## config.mk

```make
export PLATFORM = sky130hd
export DESIGN_NAME = word_serializer
export DESIGN_NICKNAME = d
export VERILOG_FILES = /design/src/rtl/word_serializer.sv
export SDC_FILE = /design/constraint.sdc
export NUM_CORES = 1
export LEC_CHECK = 0
export CAP_MARGIN = 0
export CORE_MARGIN = 1.5
export CORE_UTILIZATION = 40
export CTS_CLUSTER_SIZE = 30
export DETAILED_ROUTE_END_ITERATION = 16
export GPL_ROUTABILITY_DRIVEN = 0
export GPL_TIMING_DRIVEN = 0
export PLACE_DENSITY = 0.71
export SLEW_MARGIN = 20
export SYNTH_ARGS = -nofsm -noshare
export SYNTH_HDL_FRONTEND = slang
export SYNTH_SLANG_ARGS = --single-unit
```

## constraint.sdc

```tcl
create_clock -name clk -period 3.2 [get_ports clk]
set_input_delay 0.64 -clock clk [delete_from_list [all_inputs] [get_ports clk]]
set_output_delay 0.64 -clock clk [all_outputs]
set_load 0.02 [all_outputs]
```

## src/rtl/word_serializer.sv

```systemverilog
// rtl/word_serializer.sv - parallel word to byte stream serializer with valid/ready handshakes
module word_serializer #(
  parameter int WORD_W    = 32,
  parameter bit MSB_FIRST = 1'b1,
  localparam int NBYTES   = WORD_W / 8,
  localparam int IDX_W    = $clog2(NBYTES)
) (
  input  logic              clk,
  input  logic              rst,
  input  logic [WORD_W-1:0] in_word,
  input  logic              in_valid,
  output logic              in_ready,
  output logic [7:0]        out_byte,
  output logic              out_valid,
  input  logic              out_ready,
  output logic              out_last,
  output logic [IDX_W-1:0]  out_index,
  output logic              busy
);

  // IDLE: nothing held; SEND: sreg holds a word whose current byte is on out_byte
  typedef enum logic {
    S_IDLE = 1'b0,
    S_SEND = 1'b1
  } state_t;

  state_t              state_q, state_d;
  logic [WORD_W-1:0]   sreg_q, sreg_d;
  logic [IDX_W-1:0]    idx_q, idx_d;
  logic                acc_in;
  logic                acc_out;
  logic                at_last;

  assign at_last   = (idx_q == IDX_W'(NBYTES - 1));
  assign out_valid = (state_q == S_SEND);
  assign out_last  = out_valid & at_last;
  assign out_index = idx_q;
  assign busy      = out_valid;

  // The transmit end of sreg is the top byte for MSB-first, the bottom byte otherwise
  generate
    if (MSB_FIRST) begin : g_msb
      assign out_byte = sreg_q[WORD_W-1 -: 8];
    end else begin : g_lsb
      assign out_byte = sreg_q[7:0];
    end
  endgenerate

  // State, shift register and byte counter; reset discards any partially sent word
  always_ff @(posedge clk) begin
    if (rst) begin
      state_q <= S_IDLE;
      sreg_q  <= '0;
      idx_q   <= '0;
    end else begin
      state_q <= state_d;
      sreg_q  <= sreg_d;
      idx_q   <= idx_d;
    end
  end

  // Handshakes and next state; a new word may load on the edge the last byte leaves
  always_comb begin
    state_d  = state_q;
    sreg_d   = sreg_q;
    idx_d    = idx_q;
    in_ready = !rst && ((state_q == S_IDLE) || (out_ready && out_last));
    acc_in   = in_valid && in_ready;
    acc_out  = out_valid && out_ready;

    if (acc_in) begin
      sreg_d  = in_word;
      idx_d   = '0;
      state_d = S_SEND;
    end else if (acc_out) begin
      if (at_last) begin
        // sreg is left as-is so out_byte keeps showing the final byte while idle
        idx_d   = '0;
        state_d = S_IDLE;
      end else begin
        if (MSB_FIRST) begin
          sreg_d = {sreg_q[WORD_W-9:0], 8'h00};
        end else begin
          sreg_d = {8'h00, sreg_q[WORD_W-1:8]};
        end
        idx_d = idx_q + IDX_W'(1);
      end
    end
  end

endmodule

```

## Word level (Yosys, flattened, before mapping)

Cells that the tools add are included.

| word-level totals | value |
|---|---|
| output and inout bits | 14 |
| bits in registers | 35 |
| logic and storage cells | 26 |
| input port bits | 36 |

| cells by class | value |
|---|---|
| reductions and logical operators | 11 |
| equality and inequality tests | 2 |
| bitwise operators | 2 |
| mux-type cells | 7 |
| $add $sub $neg | 1 |

Operator list:

| kind | count |
|---|---|
| $mux 32 | 3 |
| $logic_and 1x1->1 | 4 |
| $reduce_and 2->1 | 2 |
| $reduce_bool 2->1 | 2 |
| $mux 1 | 3 |
| $add 2x1->2 const B | 1 |
| $eq 2x2->1 const B | 1 |
| $mux 2 | 1 |
| $ne 2x2->1 const B | 1 |
| $reduce_or 2->1 | 1 |
| $and 1x1->1 | 1 |
| $logic_not 1->1 | 1 |
| $logic_or 1x1->1 | 1 |
| $not 1->1 | 1 |

## Longest topological paths before layout

| depth | value |
|---|---|
| depth in word-level cells | 8 |
| gate-level depth with buffers | 6 |
| depth with buffers taken out | 4 |

## Least setup slack after synthesis

OpenSTA, ideal clock, no wires.

| path | value |
|---|---|
| path kind | register to output |
| start point | register idx_q[0], in the netlist out_index[0] |
| end point | output port in_ready |
| arrival time | 1.331 ns |
| stages on the path, launching flop included | 5 |
| slack | 1.229 ns |
| buffers on the path | 1 |
| required time | 2.560 ns |
| path through | dfxtp_1 ha_1 a21boi_4 buf_4 nor2_1 |

| on the way | value |
|---|---|
| cells in the longest elaborated chain, start to end | 5 |

RTL lines:

| element | line | RTL |
|---|---|---|
| from (decl) | 29 | `logic [IDX_W-1:0] idx_q, idx_d;` |
| from (signal assigned) | 58 | `idx_q <= idx_d;` |
| $eq 2x2->1 | 34 | `assign at_last = (idx_q == IDX_W'(NBYTES - 1));` |
| $and 1x1->1 | 36 | `assign out_last = out_valid & at_last;` |
| $logic_and 1x1->1 | 67 | `in_ready = !rst && ((state_q == S_IDLE) \|\| (out_ready && out_last));` |
| $logic_or 1x1->1 | 67 |  |
| $logic_and 1x1->1 | 67 |  |
| to (decl) | 12 | `output logic in_ready,` |

Every way passes these cells.

## Final worst setup path

| path | value |
|---|---|
| start point | input port rst |
| end point | output port in_ready |

| on the way | value |
|---|---|
| cells in the longest elaborated chain, start to end | 2 |

RTL lines:

| element | line | RTL |
|---|---|---|
| from (decl) | 9 | `input logic rst,` |
| $logic_not 1->1 | 67 |  |
| $logic_and 1x1->1 | 67 |  |

Every way passes these cells.

==> run summary <==
The run finished with clean final reports. The tools report the post-route standard cell area excluding fillers as 0.00242 sq mm. The routed design could run at a clock period as short as 2.96 ns.

The first detailed-routing pass ran for 4 iterations. The number of different library cells used by synthesis comes to 26. The area of placed instances was 0.00234 sq mm; the count of final max-slew check failures was 0.

The tools report the cell at the root of the clock tree as clkbuf_8. The logs give 1508 for the number of global-route vias before repair and 0.390 for the share of synthesized area occupied by flip-flops and latches. Mean routed wirelength per cell: 13.6 microns. The tools report the category of the worst setup path capture point as an output port. Number of I/O pins: 50. The worst setup skew after layout was 0.0119 ns.

The cell count after synthesis came out at 206. The floorplan has 24 rows. For this run, the slowest stage of the critical path takes 0.55 ns. The total via count in the routed design is 1641, and the final-stage net count is 298.

Largest delay contributor family on the critical path: buffers and inverters. The share of Yosys cell area claimed by the top area cell type was 0.390. Summing internal, switching and leakage power gives 0.997 mW.

The initial detailed-routing violation count was 86. Traced cell by cell, the critical path runs through clkdlybuf4s50_1, buf_4, clkbuf_1, nor2_1, clkdlybuf4s50_1. The synthesized area per cell came out at 8.72 sq um. The number of remaining DRC errors was 0. Headroom to the max-slew limit: 0.614.

TritonCTS built the clock tree. The logs give 0 for the total global routing overflow and 3.01 mm for the detailed placer's ending HPWL. During placement, the flow inserted port buffers numbering 48.

The worst-case IR drop observed on VDD is 0.241 mV. Total clock buffers created by CTS: 5. The aggregate negative setup slack was 0 ns; the max-capacitance violation count was 0. The floorplan step defined a die boundary enclosing 0.00490 sq mm. The region available for standard cell placement spans 0.00432 sq mm.

The required time at the endpoint of the critical path came out at 2.56 ns. For this run, the number of Yosys warnings is 0. Dividing the detail-routed via count by the number of cells gives 5.23. The final clock period utilization by the worst path was 0.926; the achievable frequency was 337 MHz.

Across all register-to-register paths, the minimum setup slack is 1.56 ns. Cell with the biggest individual delay on the critical path: clkdlybuf4s50_1. The share of cells above drive strength 1 came out at 0.179. The clock reaches the later pin of the worst-skew pair after 0.29 ns. Entering global routing, the biggest net connects 12 pins. Wires add up to 4.28 mm. For the number of antenna violations at the first check in global routing, the log shows 0. STA classifies the critical path startpoint as a primary input.

The tools report the setup-violating endpoint count in the final report as 0. The count of nets left with antenna violations after detail routing is 0. Relative to the synthesized area, the layout overhead comes to 34.9%. By instance count, the cell type seen most on the critical path is clkdlybuf4s50_1.

The maximum count of clock buffers along a single path was 2; the number of post-CTS setup repair buffers was 0. The first global-routing pass estimated 7.13 mm of wire. From left edge to right edge, the die measures 70.0 microns.

The mapped netlist covers 0.00180 sq mm. The kind of critical path was in -> out. The starting utilization of the core area is 0.415, and the largest fanout of any net on the critical path is 10. Number of hold violations in the final report: 0.

dfxtp_1 takes more of the synthesized area than any other cell. For this design the ratio of total power to cell area is 411 mW/mm^2. The clock-pin slew of the registers on the worst-case setup and hold paths was 0.07 ns. The number of clock sinks is 35, and the die height is 70.0 microns.

The post-synth net total is 243. Setup repair after global routing left no endpoint under its margin. By area the synthesized netlist is led by dfxtp_1, nand2_1, a311oi_2. For this design the static power due to leakage is 0.834 nW. The number of hold-repair buffers added at the cts stage is 0, and the number of buffers and inverters on the critical path is 4. Count of antenna diodes in the layout: 0.

Global router's overall resource usage: 0.180. The tools report the post-cts gate resize count as 0. The path class of the tightest hold or removal check is reg -> reg.

The number of flip-flops and latches in the synthesized netlist was 35; the pin slew with the least headroom to its limit was 0.579 ns. In this run the number of H-tree levels came out at 2. The data arrival time at the worst-slack endpoint came out at 2.32 ns.
-- kinds of logic (layout without fill, tap and decap cells) --
family | count (synthesis) | count (layout) | synth area share
adders and majority gates | 1 | 1 | 0.00697
buffers and inverters | 30 | 86 | 0.124
AOI/OAI and AO/OA | 45 | 45 | 0.238
DFF | 35 | 35 | 0.390
and+or+nand+nor | 95 | 95 | 0.241
-- cells in the mapped netlist --
library cell  instances
nand2_1              50
dfxtp_1              35
nor3_1               24
a311oi_1             13
buf_4                13
a311oi_2             11
a21oi_1               9
nand3_1               9
o211ai_1              8
buf_2                 7
buf_6                 7
clkbuf_1              3
nor2_1                3
nor2b_1               2
a21bo_1               1
a21boi_4              1
a221oi_1              1
and2_1                1
and3b_1               1
ha_1                  1
nand2_4               1
nand2b_1              1
nand3b_1              1
nor3b_1               1
o21ai_0               1
or3b_2                1
-- path summary, 6_finish.rpt --
path / startpoint / end / cells after the start
max: rst / in_ready / 5
min: sreg_q[14]$_SDFFE_PP0P_ / sreg_q[22]$_SDFFE_PP0P_ / 2
max reg2reg: out_index[0]$_SDFFE_PP0P_ / sreg_q[11]$_SDFFE_PP0P_ / 5
min reg2reg: sreg_q[14]$_SDFFE_PP0P_ / sreg_q[22]$_SDFFE_PP0P_ / 2
-- worst register-to-register path, delay by kind of cell (launching register included) --
family                   cells  cell delay [ns]
buffers and inverters        1             0.26
AO/OA/AOI/OAI                1             0.26
AND/OR/NAND/NOR              2             0.35
flip-flops                   1             0.39
adder cells (fa/ha/maj)      1             0.30
-- layer usage --
layer / GRT usage / wire length, microns / vias to the layer above
li1: - / - / 844
met1: 0.242 / 2180 / 745
met2: 0.283 / 1800 / 47
met3: 0.0433 / 264 / 5
met4: 0.0641 / 39 / 0
met5: 0 / 0 / -
-- registers in the layout (all words and copies together) (netlist names) --
name       cells
sreg_q        32
out_index      2
busy           1
-- report_power, final --
part	switching, mW	internal (mW)	total (mW)
Clock	0.161	0.153	0.314
Sequential	0.0154	0.462	0.477
Combinational	0.0958	0.110	0.206
-- per-stage QoR --
step / cells / utilization / hold WS [ns] / worst slack, ns
after global placement: 306 / 0.541 / 0.471 / 0.231
after detailed placement: 306 / 0.541 / 0.476 / 0.229
final: 314 / 0.560 / 0.477 / 0.235
after floorplan: 206 / - / 0.461 / 1.23
after global routing: 314 / 0.560 / 0.490 / 0.129
after CTS: 314 / 0.560 / 0.485 / 0.213
-- placed cells by master (no fill, tap or decap), types with 2 or more instances in the layout --
cell,Yosys,final
nand2_1,50,50
nor2_1,3,3
a311oi_1,13,13
buf_4,13,13
dfxtp_1,35,35
clkdlybuf4s50_1,0,48
clkbuf_1,3,5
buf_6,7,7
nor3_1,24,24
a311oi_2,11,11
a21oi_1,9,9
clkbuf_8,0,5
nor2b_1,2,2
o211ai_1,8,8
buf_2,7,7
nand3_1,9,9
-- final cells by class --
| cell class | instances | area, sq um |
|---|---|---|
| plain buffers | 30 | 223 |
| clock buffers | 7 | 76.3 |
| clock inverters | 1 | 5.00 |
| fillers | 439 | 1900 |
| multi-input cells | 141 | 872 |
| flip-flops and latches | 35 | 701 |
| well taps | 52 | 65.1 |
| repair buffers | 48 | 480 |
No activity file was read; power rests on OpenSTA's default activity.
